===== config.mk =====
export PLATFORM = sky130hd
export DESIGN_NAME = levit_stage_sequencer
export DESIGN_NICKNAME = d
export VERILOG_FILES = /design/src/rtl/levit_stage_sequencer.sv
export SDC_FILE = /design/constraint.sdc
export NUM_CORES = 1
export LEC_CHECK = 0
export ABC_AREA = 1
export CAP_MARGIN = 0
export CORE_MARGIN = 1.5
export CORE_UTILIZATION = 51
export CTS_CLUSTER_DIAMETER = 30
export DETAILED_ROUTE_END_ITERATION = 16
export PLACE_DENSITY = 0.8
export SLEW_MARGIN = 10
export SYNTH_ARGS = -nofsm -noshare
export SYNTH_HDL_FRONTEND = slang
export SYNTH_SLANG_ARGS = --single-unit

===== constraint.sdc =====
create_clock -name clk -period 1.7 [get_ports clk]
set_input_delay 0.34 -clock clk [delete_from_list [all_inputs] [get_ports clk]]
set_output_delay 0.34 -clock clk [all_outputs]
set_load 0.01 [all_outputs]

===== src/rtl/levit_stage_sequencer.sv =====
// ---------------------------------------------------------------------------
// levit_stage_sequencer
//
// Central scheduler for the Tiny_LeViT inference pipeline. One FSM walks the
// twelve pipeline units (conv16, conv8, conv4, 2-head stages 1-4, 4-head
// stages 5-8, avg pool) with a one-hot enable. Each unit is released by its
// own end pulse, and the next unit is enabled on the same edge. There are no
// gap cycles and no overlap cycles between units. The FSM also provides a
// start/done frame handshake, abort, a per-stage watchdog and a frame counter.
//
// Optional build macro:
//   SEQ_PERF_EN - adds a per-stage cycle-count register file with a registered
//                 read port (perf_sel / perf_cycles).
//
// Ports:
//   clk          in   clock, all logic on the rising edge
//   rst          in   synchronous active-high reset
//   start        in   frame request, sampled only in IDLE
//   abort        in   cancel the current frame (RUN) or clear ERR
//   stage_end    in   [NUM_STAGES] end pulses from the units
//   stage_en     out  [NUM_STAGES] one-hot unit enables
//   stage_en_d1  out  [NUM_STAGES] stage_en delayed one cycle
//   cur_stage    out  [4] index of the enabled stage, 0 when not running
//   busy         out  high while any stage is enabled
//   done         out  one-cycle pulse when a frame completes
//   err_timeout  out  sticky watchdog-expiry flag, cleared only by rst
//   frame_cnt    out  [FRAME_W] frames completed since reset
//   perf_sel     in   [4] perf entry select          (SEQ_PERF_EN only)
//   perf_cycles  out  [WD_W] registered entry read   (SEQ_PERF_EN only)
//
// state | meaning
// ------+-------------------------------------------------------------
// IDLE  | no frame active; waits for start
// RUN   | stage idx_q enabled; watchdog counts cycles without its end
// DONE  | single cycle after the last stage end; done pulse
// ERR   | watchdog expired; enables off until abort or rst
// ---------------------------------------------------------------------------
module levit_stage_sequencer #(
    parameter int              NUM_STAGES = 12,
    parameter int              WD_W       = 20,
    parameter logic [WD_W-1:0] WD_LIMIT   = 20'hFFFFF,
    parameter int              FRAME_W    = 16
) (
    input  logic                  clk,
    input  logic                  rst,
    input  logic                  start,
    input  logic                  abort,
    input  logic [NUM_STAGES-1:0] stage_end,
`ifdef SEQ_PERF_EN
    input  logic [3:0]            perf_sel,
    output logic [WD_W-1:0]       perf_cycles,
`endif
    output logic [NUM_STAGES-1:0] stage_en,
    output logic [NUM_STAGES-1:0] stage_en_d1,
    output logic [3:0]            cur_stage,
    output logic                  busy,
    output logic                  done,
    output logic                  err_timeout,
    output logic [FRAME_W-1:0]    frame_cnt
);

    typedef enum logic [1:0] {
        S_IDLE = 2'd0,
        S_RUN  = 2'd1,
        S_DONE = 2'd2,
        S_ERR  = 2'd3
    } state_t;

    localparam logic [3:0] LAST_IDX = 4'(NUM_STAGES - 1);

    state_t                  state_q, state_d;
    logic [3:0]              idx_q, idx_d;
    logic [WD_W-1:0]         wd_q, wd_d;
    logic [FRAME_W-1:0]      frame_q, frame_d;
    logic                    err_q, err_d;
    logic [NUM_STAGES-1:0]   en_d1_q;
    logic                    end_cur;

    // Only the end pulse of the enabled unit matters. All other bits are
    // spurious and are dropped here.
    assign end_cur = stage_end[idx_q];

    always_ff @(posedge clk) begin
        if (rst) begin
            state_q <= S_IDLE;
            idx_q   <= 4'd0;
            wd_q    <= '0;
            frame_q <= '0;
            err_q   <= 1'b0;
            en_d1_q <= '0;
        end else begin
            state_q <= state_d;
            idx_q   <= idx_d;
            wd_q    <= wd_d;
            frame_q <= frame_d;
            err_q   <= err_d;
            en_d1_q <= stage_en;
        end
    end

    always_comb begin
        state_d = state_q;
        idx_d   = idx_q;
        wd_d    = wd_q;
        frame_d = frame_q;
        err_d   = err_q;

        unique case (state_q)
            S_IDLE: begin
                if (start) begin
                    state_d = S_RUN;
                    idx_d   = 4'd0;
                    wd_d    = '0;
                end
            end

            S_RUN: begin
                // abort beats a stage end, and a stage end beats the watchdog.
                if (abort) begin
                    state_d = S_IDLE;
                    idx_d   = 4'd0;
                    wd_d    = '0;
                end else if (end_cur) begin
                    wd_d = '0;
                    if (idx_q == LAST_IDX) begin
                        state_d = S_DONE;
                        idx_d   = 4'd0;
                        frame_d = frame_q + FRAME_W'(1);
                    end else begin
                        idx_d = idx_q + 4'd1;
                    end
                end else if (wd_q == WD_LIMIT) begin
                    state_d = S_ERR;
                    idx_d   = 4'd0;
                    wd_d    = '0;
                    err_d   = 1'b1;
                end else begin
                    wd_d = wd_q + WD_W'(1);
                end
            end

            S_DONE: begin
                state_d = S_IDLE;
            end

            S_ERR: begin
                if (abort) begin
                    state_d = S_IDLE;
                end
            end

            default: begin
                state_d = S_IDLE;
                idx_d   = 4'd0;
                wd_d    = '0;
            end
        endcase
    end

    // Enables are decoded from registered state, so they change only on clock
    // edges. The hand-over between units happens inside a single edge.
    assign stage_en    = (state_q == S_RUN) ? (NUM_STAGES'(1) << idx_q) : '0;
    assign stage_en_d1 = en_d1_q;
    assign cur_stage   = (state_q == S_RUN) ? idx_q : 4'd0;
    assign busy        = (state_q == S_RUN);
    assign done        = (state_q == S_DONE);
    assign err_timeout = err_q;
    assign frame_cnt   = frame_q;

`ifdef SEQ_PERF_EN
    logic [WD_W-1:0] perf_mem [NUM_STAGES];
    logic [WD_W-1:0] perf_q;

    // The watchdog holds the number of cycles already spent in the stage.
    // Adding 1 counts the end cycle as well. Entries are written only on a
    // real stage end, so an aborted stage keeps the value from its last
    // completed run.
    always_ff @(posedge clk) begin
        if (rst) begin
            for (int i = 0; i < NUM_STAGES; i++) begin
                perf_mem[i] <= '0;
            end
            perf_q <= '0;
        end else begin
            if (state_q == S_RUN && !abort && end_cur) begin
                perf_mem[idx_q] <= wd_q + WD_W'(1);
            end
            perf_q <= (32'(perf_sel) < 32'(NUM_STAGES)) ? perf_mem[perf_sel] : '0;
        end
    end

    assign perf_cycles = perf_q;
`endif

endmodule


==> impl_metrics.py <==
metrics = {
    "timing": {
        "final_max_slew_viol_count": 0,
        "period_minus_slack_ns": 1.92,
        "worst_pin_slew_ns": 0.370,
        "min_period_over_period": 1.13,
        "fin_ws_ns": -0.216,
        "totalNegativeSetupSlack_ns": -4.76,
        "rsz0062_at_grt": "yes",
        "relSlewSlack": 0.751,
        "finalSetupViolCount": 49,
        "fmax_mhz": 522,
        "hold_violations": 0,
        "finalClockSkew_ns": 0.0187,
    },
    "drt": {
        "antenna_left": 0,
        "route.vias.total": 3653,
        "route.detailed.drc": 0,
        "first_iter_violations": 501,
        "wl_per_cell_um": 18.6,
        "routed_wl_um": 11500,
        "dr.pass1.iters": 5,
        "via_per_inst": 5.91,
    },
    "grt": {
        "grtUsageMet2": 0.540,
        "gr-usage-met3": 0.0465,
        "grt.busiest_layer": "met2",
        "grt_pass1_vias": 3221,
        "grt_max_degree": 21,
        "grt_pass1_wl_um": 14600,
        "grt_use_total": 0.293,
        "grt.overflow.total": 0,
        "groute.layer.met1.usage": 0.345,
        "antenna_found_initial": 0,
    },
    "yosys": {
        "synth_top_family_by_area": "simple AND/OR/NAND/NOR gates",
        "syn_area_per_cell_um2": 6.99,
        "syn_nets": 440,
        "synth-simple-area-share": 0.399,
        "synth_compound_area_frac": 0.0701,
        "ys_types": 35,
        "yosysWarnings": 0,
        "synthesis.area_um2": 2910,
        "yosys_most_used_dff": "dfxtp_1",
        "synth_edf_count": 0,
        "synth-seq-cells": 55,
        "synth_xor_area_frac": 0.0211,
        "postSynth.asyncResetShare": 0,
        "netlist_instances": 416,
        "synth_mux_area_frac": 0,
        "ys_seq_area_frac": 0.378,
        "synthAdderAreaFrac": 0.0344,
    },
    "critical_path": {
        "ff2ff_path_depth": 11,
        "path_class": "reg2reg",
        "startpoint": "idx_q[0]$_SDFFE_PP0P_",
        "ff2ff_setup_slack_ns": -0.22,
        "worstReg2RegStart": "idx_q[0]$_SDFFE_PP0P_",
        "critPathArrivalTime_ns": 2.14,
        "r2r_end": "frame_cnt[3]$_SDFFE_PP0P_",
        "end_kind": "flop",
        "start_kind": "flop",
        "setup.worst_path.end": "frame_cnt[3]$_SDFFE_PP0P_",
        "required_ns": 1.92,
        "crit_path_max_fanout": 7,
    },
    "die": {
        "die_h_um": 78.5,
        "dieArea_um2": 6170,
        "io_pins": 63,
        "rows": 27,
        "initial_core_util": 0.528,
        "die_w_um": 78.5,
        "core_um2": 5510,
    },
    "placement": {
        "port-buffer-count": 62,
        "gp_congestion": 0.853,
        "hpwl_um": 5530,
        "post_dp_cell_area_um2": 4000,
    },
    "run_status": {
        "violations": "negative setup slack",
        "status": "finished, violations left",
    },
    "clock_network": {
        "root_buffer": "clkbuf_8",
        "htreeDepth": 2,
        "cts_tree": "built",
        "cts_num_sinks": 55,
        "worst_skew_pair.late_latency_ns": 0.33,
        "cts_buffers": 5,
        "cts_hold_buf": 0,
        "clkTransAtPathRegs_ns": 0.11,
        "clockBufferDepth": 2,
    },
    "cells_and_area": {
        "nets": 569,
        "antenna_cells": 0,
        "area_growth_pct": 57.7,
        "fin_area_um2": 4590,
        "drive_gt1_frac": 0.339,
    },
    "power_and_ir_drop": {
        "vdd_drop_max_v": 0.000451,
        "power_per_cell_area_nw_per_um2": 602,
        "total_leakage_power_nw": 1.89,
    },
    "min_path": {
        "hp-class": "reg2reg",
    },
    "run": {
        "cap_violations": 0,
    },
}
[cell families (layout without fill, tap and decap cells)]
logic type,count (synthesis),count (layout)
compound gates,39,39
simple gates,240,240
buf+inv,67,197
fa+ha+maj,8,8
xor+xnor,7,7
flops,55,55
[stage by stage]
| step | hold WS, ns | setup WS (ns) | std cells | total power [mW] | util |
|---|---|---|---|---|---|
| after floorplan | 0.462 | 0.130 | 416 | 1.59 | - |
| after global placement | 0.454 | -0.165 | 594 | 1.80 | 0.726 |
| after detailed placement | 0.475 | -0.187 | 594 | 1.82 | 0.726 |
| after CTS | 0.500 | -0.0874 | 610 | 2.62 | 0.780 |
| after global routing | 0.536 | -0.372 | 618 | 2.87 | 0.833 |
| final | 0.509 | -0.216 | 618 | 2.76 | 0.833 |
[worst max-delay path, cell delays in order, from the launching register on]
cell and delay (ns):
dfxtp_4 0.36, buf_6 0.12, inv_4 0.09, buf_6 0.13
o21ai_1 0.09, nand2_1 0.14, nand4_2 0.15, nor2_4 0.23
buf_12 0.17, nand2_1 0.07, o21ai_1 0.18, nor2_1 0.07
[sequential cells by signal, indices dropped and copies added (netlist names)]
signal	cells
state_q	2
wd_q	20
stage_en_d1	12
idx_q	4
err_timeout	1
frame_cnt	16
[per-layer routing]
| metal | vias to the layer above | wire [um] |
|---|---|---|
| li1 | 1593 | - |
| met1 | 1702 | 4150 |
| met2 | 276 | 5740 |
| met3 | 82 | 975 |
| met4 | 0 | 609 |
| met5 | - | 0 |
[synth_stat cells (3+ instances only)]
| master | instances | area [um^2] |
|---|---|---|
| nor2_2 | 6 | 37.5 |
| a21oi_1 | 20 | 100 |
| xor2_1 | 5 | 43.8 |
| nand2_2 | 3 | 18.8 |
| nand3_1 | 39 | 195 |
| nor2_1 | 62 | 233 |
| clkbuf_1 | 4 | 15.0 |
| ha_1 | 8 | 100 |
| nand2_4 | 3 | 33.8 |
| nand4_1 | 5 | 31.3 |
| nand2_1 | 77 | 289 |
| inv_1 | 54 | 203 |
| buf_6 | 3 | 33.8 |
| nor2_4 | 7 | 78.8 |
| dfxtp_1 | 55 | 1100 |
| nor4_1 | 3 | 18.8 |
| o22ai_1 | 3 | 18.8 |
| nor3_1 | 27 | 135 |
| o21ai_0 | 12 | 60.1 |
[layout make-up]
cell class              instances  area [um^2]
clock inverters                 3         31.3
flip-flops and latches         55         1120
clock buffers                   5         68.8
well taps                      72         90.1
multi-input cells             294         1840
repair buffers                132         1210
inverters                      57          225
fillers                       280          918
[layout by cell type (no fill, tap or decap), types with 4 or more instances in the layout]
cell             synthesis  final
clkbuf_8                 0      5
buf_12                   0      4
ha_4                     0      7
nor3_1                  27     21
nand2_1                 77     69
nor2_4                   7     13
a21oi_2                  0      6
nand3_1                 39     30
o21ai_1                  2      7
buf_6                    3      9
nand4_1                  5      5
nand2_2                  3      7
buf_4                    1     55
nand3_2                  1      7
inv_4                    1      4
inv_2                    1      4
nor2_1                  62     53
buf_2                    1     14
xor2_1                   5      4
dfxtp_1                 55     46
inv_1                   54     48
nor2_2                   6      9
nor3_2                   1      6
a21oi_1                 20     14
o21ai_0                 12      6
nand2_4                  3      7
dfxtp_2                  0      7
clkdlybuf4s50_1          0     43
[repair_timing]
item,CTS,global route
setup endpoints to repair,39,58
gates resized for setup,105,70
pin swaps,10,24
endpoints found under the hold margin,0,0
cloned,3,0
buffers inserted,5,8
[worst min-delay path by stage]
stage / slack (ns) / start / depth (start not counted) / endpoint
after floorplan: 0.46 / wd_q[1]$_SDFFE_PP0P_ / 2 / wd_q[1]$_SDFFE_PP0P_
after global placement: 0.45 / err_timeout$_SDFFE_PP0P_ / 1 / err_timeout$_SDFFE_PP0P_
after detailed placement: 0.48 / err_timeout$_SDFFE_PP0P_ / 1 / err_timeout$_SDFFE_PP0P_
after CTS: 0.50 / err_timeout$_SDFFE_PP0P_ / 1 / err_timeout$_SDFFE_PP0P_
after global routing: 0.54 / err_timeout$_SDFFE_PP0P_ / 1 / err_timeout$_SDFFE_PP0P_
final: 0.51 / err_timeout$_SDFFE_PP0P_ / 1 / err_timeout$_SDFFE_PP0P_
[report_power, final]
group / leakage (nW) / internal [mW] / total, mW / switching, mW
clock: 0.0522 / 0.315 / 0.815 / 0.500
combinational: 1.39 / 0.258 / 0.624 / 0.366
sequential: 0.448 / 1.30 / 1.32 / 0.0172
No activity file was read; power rests on OpenSTA's default activity.
